`src/rtl/bp_me_nonsynth_pkg.sv`:
```
// Shared statistics record layout and reset constants for the LCE latency monitor.
// The record is width-parameterised, so it is declared through macros inside each user.
`ifndef BP_ME_NONSYNTH_PKG_SV
`define BP_ME_NONSYNTH_PKG_SV

`define BP_LCE_LAT_STAT_WIDTH(lat_w, sum_w) (2*(lat_w) + 2*(sum_w))

`define DECLARE_BP_LCE_LAT_STAT_S(lat_w, sum_w) \
  typedef struct packed {                       \
    logic [(sum_w)-1:0] count;                  \
    logic [(lat_w)-1:0] min;                    \
    logic [(lat_w)-1:0] max;                    \
    logic [(sum_w)-1:0] sum;                    \
  } bp_lce_lat_stat_s

package bp_me_nonsynth_pkg;

  // min starts saturated so the first sample always replaces it
  localparam logic stat_min_rst_bit_lp = 1'b1;
  localparam logic stat_max_rst_bit_lp = 1'b0;
  localparam logic stat_acc_rst_bit_lp = 1'b0;

endpackage

`endif

```
`src/rtl/bp_me_nonsynth_lce_lat_chan.sv`:
```
// One monitored LCE: stamp FIFO of outstanding requests, latency subtract,
// running statistics and sticky protocol/timeout flags.
module bp_me_nonsynth_lce_lat_chan
  import bp_me_nonsynth_pkg::*;
#(
  parameter int max_out_p   = 4,
  parameter int lat_width_p = 16,
  parameter int sum_width_p = 32,
  parameter int timeout_p   = 1000,
  localparam int stat_width_lp = `BP_LCE_LAT_STAT_WIDTH(lat_width_p, sum_width_p)
) (
  input  logic                     clk_i,
  input  logic                     reset_n_i,
  input  logic                     clear_i,
  input  logic [lat_width_p-1:0]   stamp_i,
  input  logic                     req_fire_i,
  input  logic                     complete_i,
  output logic                     lat_v_o,
  output logic [lat_width_p-1:0]   lat_o,
  output logic [stat_width_lp-1:0] stat_o,
  output logic                     timeout_o,
  output logic                     overflow_o,
  output logic                     underflow_o
);

  `DECLARE_BP_LCE_LAT_STAT_S(lat_width_p, sum_width_p);

  localparam int ptr_w_lp = (max_out_p > 1) ? $clog2(max_out_p) : 1;
  localparam int cnt_w_lp = $clog2(max_out_p + 1);
  localparam logic [ptr_w_lp-1:0]    last_ptr_lp = ptr_w_lp'(max_out_p - 1);
  localparam logic [cnt_w_lp-1:0]    full_cnt_lp = cnt_w_lp'(max_out_p);
  localparam logic [lat_width_p-1:0] timeout_lp  = lat_width_p'(timeout_p);
  localparam bp_lce_lat_stat_s stat_rst_lp = '{
    count: {sum_width_p{stat_acc_rst_bit_lp}},
    min:   {lat_width_p{stat_min_rst_bit_lp}},
    max:   {lat_width_p{stat_max_rst_bit_lp}},
    sum:   {sum_width_p{stat_acc_rst_bit_lp}}
  };

  function automatic logic [ptr_w_lp-1:0] ptr_inc(input logic [ptr_w_lp-1:0] p);
    return (p == last_ptr_lp) ? '0 : p + 1'b1;
  endfunction

  function automatic logic [sum_width_p-1:0] sat_inc(input logic [sum_width_p-1:0] a);
    return (&a) ? a : a + 1'b1;
  endfunction

  function automatic logic [sum_width_p-1:0] sat_add(input logic [sum_width_p-1:0] a,
                                                     input logic [lat_width_p-1:0] b);
    logic [sum_width_p:0] s;
    s = {1'b0, a} + (sum_width_p+1)'(b);
    return s[sum_width_p] ? '1 : s[sum_width_p-1:0];
  endfunction

  logic [lat_width_p-1:0] mem_r [max_out_p];
  logic [ptr_w_lp-1:0]    rd_ptr_r, wr_ptr_r;
  logic [cnt_w_lp-1:0]    cnt_r;
  logic                   empty, full, pop_v, push_v, timeout_now;
  logic [lat_width_p-1:0] head_stamp, elapsed_p0;
  logic                   vld_p1;
  logic [lat_width_p-1:0] lat_p1;
  bp_lce_lat_stat_s       stat_r, stat_upd;
  logic                   timeout_r, overflow_r, underflow_r;

  // Stage p0: FIFO occupancy and head age; a pop frees a slot for a same-cycle push
  assign empty       = (cnt_r == '0);
  assign full        = (cnt_r == full_cnt_lp);
  assign pop_v       = complete_i & ~empty;
  assign push_v      = req_fire_i & (~full | pop_v);
  assign head_stamp  = mem_r[rd_ptr_r];
  assign elapsed_p0  = stamp_i - head_stamp;
  assign timeout_now = ~empty & (elapsed_p0 >= timeout_lp);

  always_ff @(posedge clk_i) begin
    if (push_v) mem_r[wr_ptr_r] <= stamp_i;
  end

  // Stage p1: registered sample folds into the statistics
  always_comb begin
    stat_upd       = stat_r;
    stat_upd.count = sat_inc(stat_r.count);
    stat_upd.min   = (lat_p1 < stat_r.min) ? lat_p1 : stat_r.min;
    stat_upd.max   = (lat_p1 > stat_r.max) ? lat_p1 : stat_r.max;
    stat_upd.sum   = sat_add(stat_r.sum, lat_p1);
  end

  always_ff @(posedge clk_i or negedge reset_n_i) begin
    if (!reset_n_i) begin
      rd_ptr_r    <= '0;
      wr_ptr_r    <= '0;
      cnt_r       <= '0;
      vld_p1      <= 1'b0;
      lat_p1      <= '0;
      stat_r      <= stat_rst_lp;
      timeout_r   <= 1'b0;
      overflow_r  <= 1'b0;
      underflow_r <= 1'b0;
    end else begin
      if (pop_v)  rd_ptr_r <= ptr_inc(rd_ptr_r);
      if (push_v) wr_ptr_r <= ptr_inc(wr_ptr_r);
      if (push_v & ~pop_v)      cnt_r <= cnt_r + 1'b1;
      else if (pop_v & ~push_v) cnt_r <= cnt_r - 1'b1;
      vld_p1 <= pop_v;
      if (pop_v) lat_p1 <= elapsed_p0;
      if (clear_i)     stat_r <= stat_rst_lp;
      else if (vld_p1) stat_r <= stat_upd;
      if (clear_i) begin
        timeout_r   <= 1'b0;
        overflow_r  <= 1'b0;
        underflow_r <= 1'b0;
      end else begin
        timeout_r   <= timeout_r | timeout_now;
        overflow_r  <= overflow_r | (req_fire_i & full & ~pop_v);
        underflow_r <= underflow_r | (complete_i & empty);
      end
    end
  end

  assign lat_v_o     = vld_p1;
  assign lat_o       = lat_p1;
  assign stat_o      = stat_r;
  // live term lets the flag show in the very cycle the threshold is reached
  assign timeout_o   = timeout_r | timeout_now;
  assign overflow_o  = overflow_r;
  assign underflow_o = underflow_r;

endmodule

```
`src/rtl/bp_me_nonsynth_lce_latency_monitor.sv`:
```
// Multi-LCE request-to-completion latency monitor: shared free-running stamp,
// one channel per LCE, and a combinational statistics read mux.
module bp_me_nonsynth_lce_latency_monitor
  import bp_me_nonsynth_pkg::*;
#(
  parameter int num_lce_p   = 2,
  parameter int max_out_p   = 4,
  parameter int lat_width_p = 16,
  parameter int sum_width_p = 32,
  parameter int timeout_p   = 1000,
  localparam int sel_w_lp      = (num_lce_p > 1) ? $clog2(num_lce_p) : 1,
  localparam int stat_width_lp = `BP_LCE_LAT_STAT_WIDTH(lat_width_p, sum_width_p)
) (
  input  logic                             clk_i,
  input  logic                             reset_n_i,
  input  logic                             clear_i,
  input  logic [num_lce_p-1:0]             req_fire_i,
  input  logic [num_lce_p-1:0]             complete_i,
  output logic [num_lce_p-1:0]             lat_v_o,
  output logic [num_lce_p*lat_width_p-1:0] lat_o,
  input  logic [sel_w_lp-1:0]              stat_sel_i,
  output logic [stat_width_lp-1:0]         stat_o,
  output logic [num_lce_p-1:0]             timeout_o,
  output logic [num_lce_p-1:0]             overflow_o,
  output logic [num_lce_p-1:0]             underflow_o
);

  logic [lat_width_p-1:0]   stamp_r;
  logic [stat_width_lp-1:0] stat_arr [2**sel_w_lp];

  always_ff @(posedge clk_i or negedge reset_n_i) begin
    if (!reset_n_i) stamp_r <= '0;
    else            stamp_r <= stamp_r + 1'b1;
  end

  for (genvar i = 0; i < num_lce_p; i++) begin : chan
    bp_me_nonsynth_lce_lat_chan #(
      .max_out_p   (max_out_p),
      .lat_width_p (lat_width_p),
      .sum_width_p (sum_width_p),
      .timeout_p   (timeout_p)
    ) u_chan (
      .clk_i       (clk_i),
      .reset_n_i   (reset_n_i),
      .clear_i     (clear_i),
      .stamp_i     (stamp_r),
      .req_fire_i  (req_fire_i[i]),
      .complete_i  (complete_i[i]),
      .lat_v_o     (lat_v_o[i]),
      .lat_o       (lat_o[i*lat_width_p +: lat_width_p]),
      .stat_o      (stat_arr[i]),
      .timeout_o   (timeout_o[i]),
      .overflow_o  (overflow_o[i]),
      .underflow_o (underflow_o[i])
    );
  end

  // unused select codes read as an all-zero record
  for (genvar j = num_lce_p; j < 2**sel_w_lp; j++) begin : pad
    assign stat_arr[j] = '0;
  end

  assign stat_o = stat_arr[stat_sel_i];

endmodule

```
`config.mk`:
```
export PLATFORM = sky130hd
export DESIGN_NAME = bp_me_nonsynth_lce_latency_monitor
export DESIGN_NICKNAME = d
export VERILOG_FILES = /design/src/rtl/bp_me_nonsynth_pkg.sv /design/src/rtl/bp_me_nonsynth_lce_lat_chan.sv /design/src/rtl/bp_me_nonsynth_lce_latency_monitor.sv
export SDC_FILE = /design/constraint.sdc
export NUM_CORES = 1
export LEC_CHECK = 0
export CORE_MARGIN = 2
export CORE_UTILIZATION = 29
export DETAILED_ROUTE_END_ITERATION = 16
export DONT_BUFFER_PORTS = 1
export PLACE_DENSITY_LB_ADDON = 0.25
export SLEW_MARGIN = 20
export SYNTH_ARGS = -nofsm -noshare
export SYNTH_HDL_FRONTEND = slang
export SYNTH_SLANG_ARGS = --single-unit
```
`constraint.sdc`:
```
create_clock -name clk_i -period 7.91 [get_ports clk_i]
set_clock_uncertainty 0.2 [all_clocks]
set_input_delay 0.3955 -clock clk_i [delete_from_list [all_inputs] [get_ports clk_i]]
set_output_delay 0.3955 -clock clk_i [all_outputs]
set_load 0.01 [all_outputs]
```
==> impl_results.md, run 1 <==
- Outcome: complete, no violations
- Root Buffer: clkbuf_16
- Post-Place Setup Slack: 3.29 ns
- Ys async rst share: 0.672
- Worst Path Arrival: 4.68 ns
- CP Class: flip-flop to primary output
- Worst-Margin Slew: 1.23 ns
- Hold Fails Final Rpt: 0
- DRT Pass-1 Iters: 5
- Clock slew at reported path FFs: 0.06 ns
- Static Leak: 10.5 nW
- Tcrit/Tclk final: 0.667
- Critical path data required time: 7.31 ns
- # diodes: 0
- Vias in the first global route: 15700
- Max-slew violation count: 0
- CTS tree: built
- Max_cap viols: 0
- Vias per std cell: 5.09
- CP Capture Type: primary output
- Antenna violations before repair: 1
- RSZ-0062 raised after global routing: no
- Share of the synthesized area in the top cell type: 0.260
- Setup ws final: 2.64 ns
- HPWL after detailed placement: 45.0 mm
- Peak supply drop: 0.177 mV
- Die span in y: 280 um
- ANT nets after route: 0
- Die W: 280 um
- Die ar.: 78600 um^2
- Internal reg-to-reg setup slack: 3.63 ns
- Cells after Synth: 2085
- Mapped cell area: 22100 um^2
- PortBufs: 0
- H-Tree Level Count: 2
- Rel. slew slack: 0.173
- Start of the worst register-to-register path: chan[0].u_chan.rd_ptr_r[1]
- Vias: 15700
- Layout Nets: 2227
- Setup TNS: 0 ns
- FP Rows: 101
- Top post-synthesis cells by count: dfrtp_1 (230), nand2_1 (193), nor2_1 (190)
- Area of the multi-input gates: 10800 um^2
- DR iter-0 viols: 1104
- Sequential cell area fraction in the yosys report: 0.472
- Post-CTS setup buffer count: 0
- Top cells by area, synth: dfrtp_1 (26%), edfxtp_1 (17%), ha_1 (8.0%)
- GRT overflow: 0
- Worst-case clock buffer depth: 3
- Crit Path Max Fanout: 18
- Mapped Avg Cell Area: 10.6 um^2
- Flop and latch count out of synthesis: 390
- Gp weighted congestion: 0.852
- Skew-Pair Late Insertion Delay: 0.60 ns
- Cell variety after synth: 87
- DRC: 0
- First-pass GRT wire length: 97.4 mm
- Worst min path class: input port to async pin
- Startpoint Class: flip-flop
- Boundary Pins: 144
- Largest net degree at the start of global routing: 263
- GRT Resource Usage Total: 0.162
- Synth warnings: 0
- Largest area contributor in the netlist: dfrtp_1
- Seq. cell area: 10400 um^2
- FF-to-FF End: chan[0].u_chan.timeout_r
- # clock sinks: 390
- Number of flops mapped to enable cells by yosys: 128
- P&R area growth vs syn: 12.4%
- Post-CTS sizing: 0
- Final setup violation count: 0
- Net Count, Synth: 2241
- Routed WL per cell: 20.6 um
- Peak Freq: 190 MHz
- Core Area: 75700 um^2
- Pwr dens: 368 nW/um^2
- Count leader, synth: dfrtp_1
- Post-CTS Hold Buffers: 9
- Post-Route Hold Slack: 0.0587 ns
- Starting density of the core: 0.292
- Fill cells: 7575
- Layout cells sized above 1: 0.127
- Reg2Reg Depth: 11
- Top FF cell, synth: dfrtp_1
- Min Tclk post-route: 5.27 ns
- CTS buffer count: 47
- Final wirelength: 63.8 mm
[flip-flops by register name, indices dropped and copies added, names as in the netlist]
name,count
chan.u_chan.mem_r,128
chan.u_chan.rd_ptr_r,4
chan.u_chan.wr_ptr_r,4
chan.u_chan.lat_v_o,2
chan.u_chan.timeout_r,2
chan.u_chan.stat_o,192
chan.u_chan.overflow_o,2
chan.u_chan.underflow_o,2
chan.u_chan.lat_o,32
stamp_r,16
chan.u_chan.cnt_r,6
[final cells by class]
type                    count  share of cell area
flip-flops and latches    390               0.420
multi-input cells        1470               0.434
clock buffers              66              0.0531
well taps                 978              0.0492
repair buffers             28              0.0124
clock inverters            22              0.0110
inverters                 134              0.0202
[where the power goes]
group | total (mW) | switching [mW] | leakage, nW | internal [mW]
Clock | 2.22 | 0.932 | 0.781 | 1.28
Combinational | 3.73 | 2.18 | 5.14 | 1.55
Sequential | 3.20 | 0.622 | 4.60 | 2.58
[placed cells by master, fill, tap and decap left out, drive strengths merged, types with 10 or more instances in the layout]
master and n:
dfrtp 230, nand2 194, nor2 190, ha 142
inv 137, edfxtp 128, o21ai 111, a21oi 77
mux2 73, xor2 71, clkbuf 66, xnor2 57
nand3 47, a21o 43, mux2i 42, nand4 40
o211ai 37, nor3 37, mux4 32, dfstp 32
a311oi 28, a211oi 28, a31oi 22, and3 21
buf 21, o21a 20, nor2b 17, and2 16
and4 14, clkinv 14, or3 10
[logic make-up after synthesis]
kind of cell,after synthesis,share of synthesized area
buffers and inverters,225,0.0410
flip-flops,390,0.472
AND/OR/NAND/NOR,619,0.131
XOR/XNOR,128,0.0506
multiplexers,147,0.0889
AO/OA/AOI/OAI,428,0.131
adder cells (fa/ha/maj),148,0.0857
[per-layer routing]
layer	GRT usage	up-vias	wire length [um]
met5	0	-	13
met4	0.0332	2	1110
met3	0.0440	66	5030
met2	0.254	367	28500
met1	0.223	7760	29200
li1	-	7522	-
[worst max-delay path, cell delays in order, from the launching register on]
cell and delay, ns:
dfrtp_1 0.88, mux4_2 0.42, ha_1 0.22, fa_1 0.41
nand2b_1 0.22, a21oi_1 0.29, nor3_1 0.17, o31ai_1 0.41
xnor2_1 0.19, o311ai_0 0.18, nor4_1 0.38, a31oi_1 0.32
[stage by stage]
stage	cell area [um^2]	cells	total power [mW]	utilization
after floorplan	22100	2085	5.79	-
after global placement	23100	2989	6.83	0.305
after detailed placement	23100	2989	6.91	0.305
after CTS	24800	3086	9.23	0.328
after global routing	24900	3088	9.83	0.329
final	24900	3088	9.15	0.329
[worst max-delay path by stage]
stage	startpoint	endpoint	slack (ns)	cells past startpoint
floorplan	chan[0].u_chan.rd_ptr_r[0]	timeout_o[0]	3.32	14
global placement	chan[0].u_chan.rd_ptr_r[1]	timeout_o[0]	3.39	11
detailed placement	chan[0].u_chan.rd_ptr_r[1]	timeout_o[0]	3.29	11
CTS	chan[0].u_chan.rd_ptr_r[1]	timeout_o[0]	2.62	11
global route	chan[0].u_chan.rd_ptr_r[1]	timeout_o[0]	2.40	11
finish	chan[0].u_chan.rd_ptr_r[1]	timeout_o[0]	2.64	11
No activity file was read; power rests on OpenSTA's default activity.
==> inputs of run 2 (changes only) <==
==> constraint.sdc (replaced) <==
create_clock -name clk_i -period 4.6 [get_ports clk_i]
set_clock_uncertainty 0.2 [all_clocks]
set_input_delay 0.23 -clock clk_i [delete_from_list [all_inputs] [get_ports clk_i]]
set_output_delay 0.23 -clock clk_i [all_outputs]
set_load 0.01 [all_outputs]
==> run 2 against run 1 <==
- the run now ends with negative hold slack left
- critical path depth rose by 2
- combinational power rose by 89%
- first-iteration DRC count rose by 13%
- die area did not move
- clock-buffer cell count rose by 1
- worst setup slack got worse by 2.6 ns
- global-route usage rose by 0.41 points
- final cell count rose by 1.1%
- sequential power rose by 67%
- hold slack got worse by 0.90 ns
- power rose by 77%
- utilization rose by 0.52 points
- critical path type unchanged
- largest power group unchanged
==> impl_results.md, run 2 (synthesis results as in run 1) <==
- Largest net degree at the start of global routing: 263 (unchanged)
- CTS tree: built
- Max reg flops: 192 (unchanged)
- Non-Filler Instances: 3122 (+1.1%)
- FF-to-FF End: chan[1].u_chan.stat_o[27]
- DRT Pass-1 Iters: 5 (unchanged)
- Die W: 280 um (unchanged)
- Vias per std cell: 5.12 (+0.64%)
- # diodes: 0 (unchanged)
- Core Area: 75700 um^2 (unchanged)
- Pwr dens: 642 nW/um^2 (+74%)
- CTS buffer count: 47 (unchanged)
- Die span in y: 280 um (unchanged)
- Die ar.: 78600 um^2 (unchanged)
- CP Capture Type: primary output
- DR iter-0 viols: 1244 (+13%)
- Skew-Pair Late Insertion Delay: 0.60 ns (about the same)
- Max-slew violation count: 0 (unchanged)
- Starting density of the core: 0.292 (unchanged)
- Crit Path Max Fanout: 4 (-14)
- Rel. slew slack: 0.247 (+0.0733)
- Hold Fails Final Rpt: 262 (+262)
- Most frequent cells in the layout: dfrtp_1 (227), nand2_1 (193), nor2_1 (189)
- Post-Route Hold Slack: -0.843 ns (-0.902 ns)
- Overall Power: 16.2 mW (+77%)
- DP Cell Count: 3016 (+0.90%)
- Boundary Pins: 144 (unchanged)
- Vias: 16000 (+1.7%)
- Post-CTS Hold Buffers: 7 (-2)
- CP Class: flip-flop to primary output
- Critical path data required time: 4.17 ns (-3.14 ns)
- ANT nets after route: 0 (unchanged)
- Layout Nets: 2263 (+1.6%)
- # clock sinks: 390 (unchanged)
- Max_cap viols: 0 (unchanged)
- Final instance area: 25300 um^2 (+1.6%)
- CP max-delay cell: mux4_2
- Setup TNS: 0 ns (unchanged)
- Peak supply drop: 0.307 mV (+74%)
- Worst-Margin Slew: 1.12 ns (-0.109 ns)
- CP Buf/Inv Count: 2 (+2)
- DP Area: 23300 um^2 (+0.90%)
- Root Buffer: clkbuf_16
- Layout cells sized above 1: 0.150 (+0.0232)
- Min Tclk post-route: 4.58 ns
- Worst Path Arrival: 4.15 ns (-0.53 ns)
- H-Tree Level Count: 2 (unchanged)
- First-pass GRT wire length: 99.4 mm (+2.0%)
- PortBufs: 0 (unchanged)
- GRT overflow: 0 (unchanged)
- Peak Freq: 218 MHz
- Fin util: 0.334 (+0.00519)
- Setup ws final: 0.0192 ns (-2.62 ns)
- Final wirelength: 66.2 mm (+3.9%)
- Startpoint Class: flip-flop
- DRC: 0 (unchanged)
- FP Rows: 101 (unchanged)
- Cell-by-cell listing of the critical path: mux4_2 > ha_1 > fa_1 > nand2b_2 > a21oi_4 > buf_4 > nor3_1 > and4b_1 > nand4_1 > o311ai_2 > nor4_4 > a31oi_4 > buf_4
- RSZ-0062 raised after global routing: yes
- Worst min path class: input port to async pin
- GRT Resource Usage Total: 0.166 (+0.00407)
- Gp weighted congestion: 0.894 (+4.9%)
- Static Leak: 10.7 nW (+1.8%)
- Most common cell on crit path: buf_4
- Post-Place Setup Slack: 0.275 ns (-3.02 ns)
- Max incr delay on CP: 0.52 ns (-0.36 ns)
- Start of the worst register-to-register path: chan[1].u_chan.lat_o[0]
- Tcrit/Tclk final: 0.996
- Worst-case clock buffer depth: 3 (unchanged)
- HPWL after detailed placement: 46.8 mm (+4.1%)
- Failing checks: negative hold slack
- Internal reg-to-reg setup slack: 0.86 ns (-2.77 ns)
- Antenna violations before repair: 0 (-1)
- Final setup violation count: 0 (unchanged)
- P&R area growth vs syn: 14.2%
- Vias in the first global route: 15900 (+0.76%)
- Reg2Reg Depth: 11 (unchanged)
- Crit path max-delay family: compound AO/OA/AOI/OAI gates
- Outcome: complete, but fails checks
- Most common cell after layout, fill and taps aside: dfrtp_1
- Routed WL per cell: 21.2 um (+2.7%)
- Clock slew at reported path FFs: 0.06 ns (about the same)
run 2: cell count changes in the layout (fill, tap and decap cells not counted), moves of 3 or more:
cell      change
clkinv_2      -3
buf_16        -3
buf_4        +37
a211oi_1      -3
a211oi_2      +3
a21oi_1       -3
clkinv_1      +3
run 2: area by class of cell:
cell class | instances | area [um^2]
Inverter | 134 | 503
Fill cell | 7510 | 50400
Timing Repair Buffer | 64 | 548
Clock buffer | 67 | 1350
Tap cell | 978 | 1220
Multi-Input combinational cell | 1470 | 11000
Clock inverter | 19 | 240
Sequential cell | 390 | 10400
run 2: routing by layer:
| metal | share of wire | vias up | track usage |
|---|---|---|---|
| met3 | 0.075 | 72 | 0.0435 |
| met2 | 0.45 | 379 | 0.262 |
| met1 | 0.46 | 7952 | 0.228 |
| met5 | 0 | - | 0 |
| met4 | 0.018 | 0 | 0.0363 |
| li1 | - | 7589 | - |
run 2: repair_timing:
action	in CTS	in global routing
gates resized for setup	10	27
endpoints found under the setup margin	2	2
setup buffers	4	9
pin swaps	4	8
hold endpoints to repair	445	262
run 2: where the power goes:
part           total [mW]  leakage, nW  internal (mW)  switching (mW)
clock network        3.82        0.774           2.23            1.59
registers            5.33         4.60           4.45           0.885
logic                7.06         5.34           2.92            4.14
run 2: worst max path at each step:
stage	startpoint	end	slack, ns	depth (start not counted)
3_3_place_gp	chan[0].u_chan.rd_ptr_r[0]	timeout_o[0]	0.28	14
4_1_cts	chan[0].u_chan.rd_ptr_r[0]	timeout_o[0]	-0.01	12
5_1_grt	chan[0].u_chan.rd_ptr_r[0]	timeout_o[0]	-0.12	14
3_5_place_dp	chan[0].u_chan.rd_ptr_r[0]	timeout_o[0]	0.28	12
6_report	chan[0].u_chan.rd_ptr_r[0]	timeout_o[0]	0.02	13
2_1_floorplan	chan[0].u_chan.rd_ptr_r[0]	timeout_o[0]	0.18	14
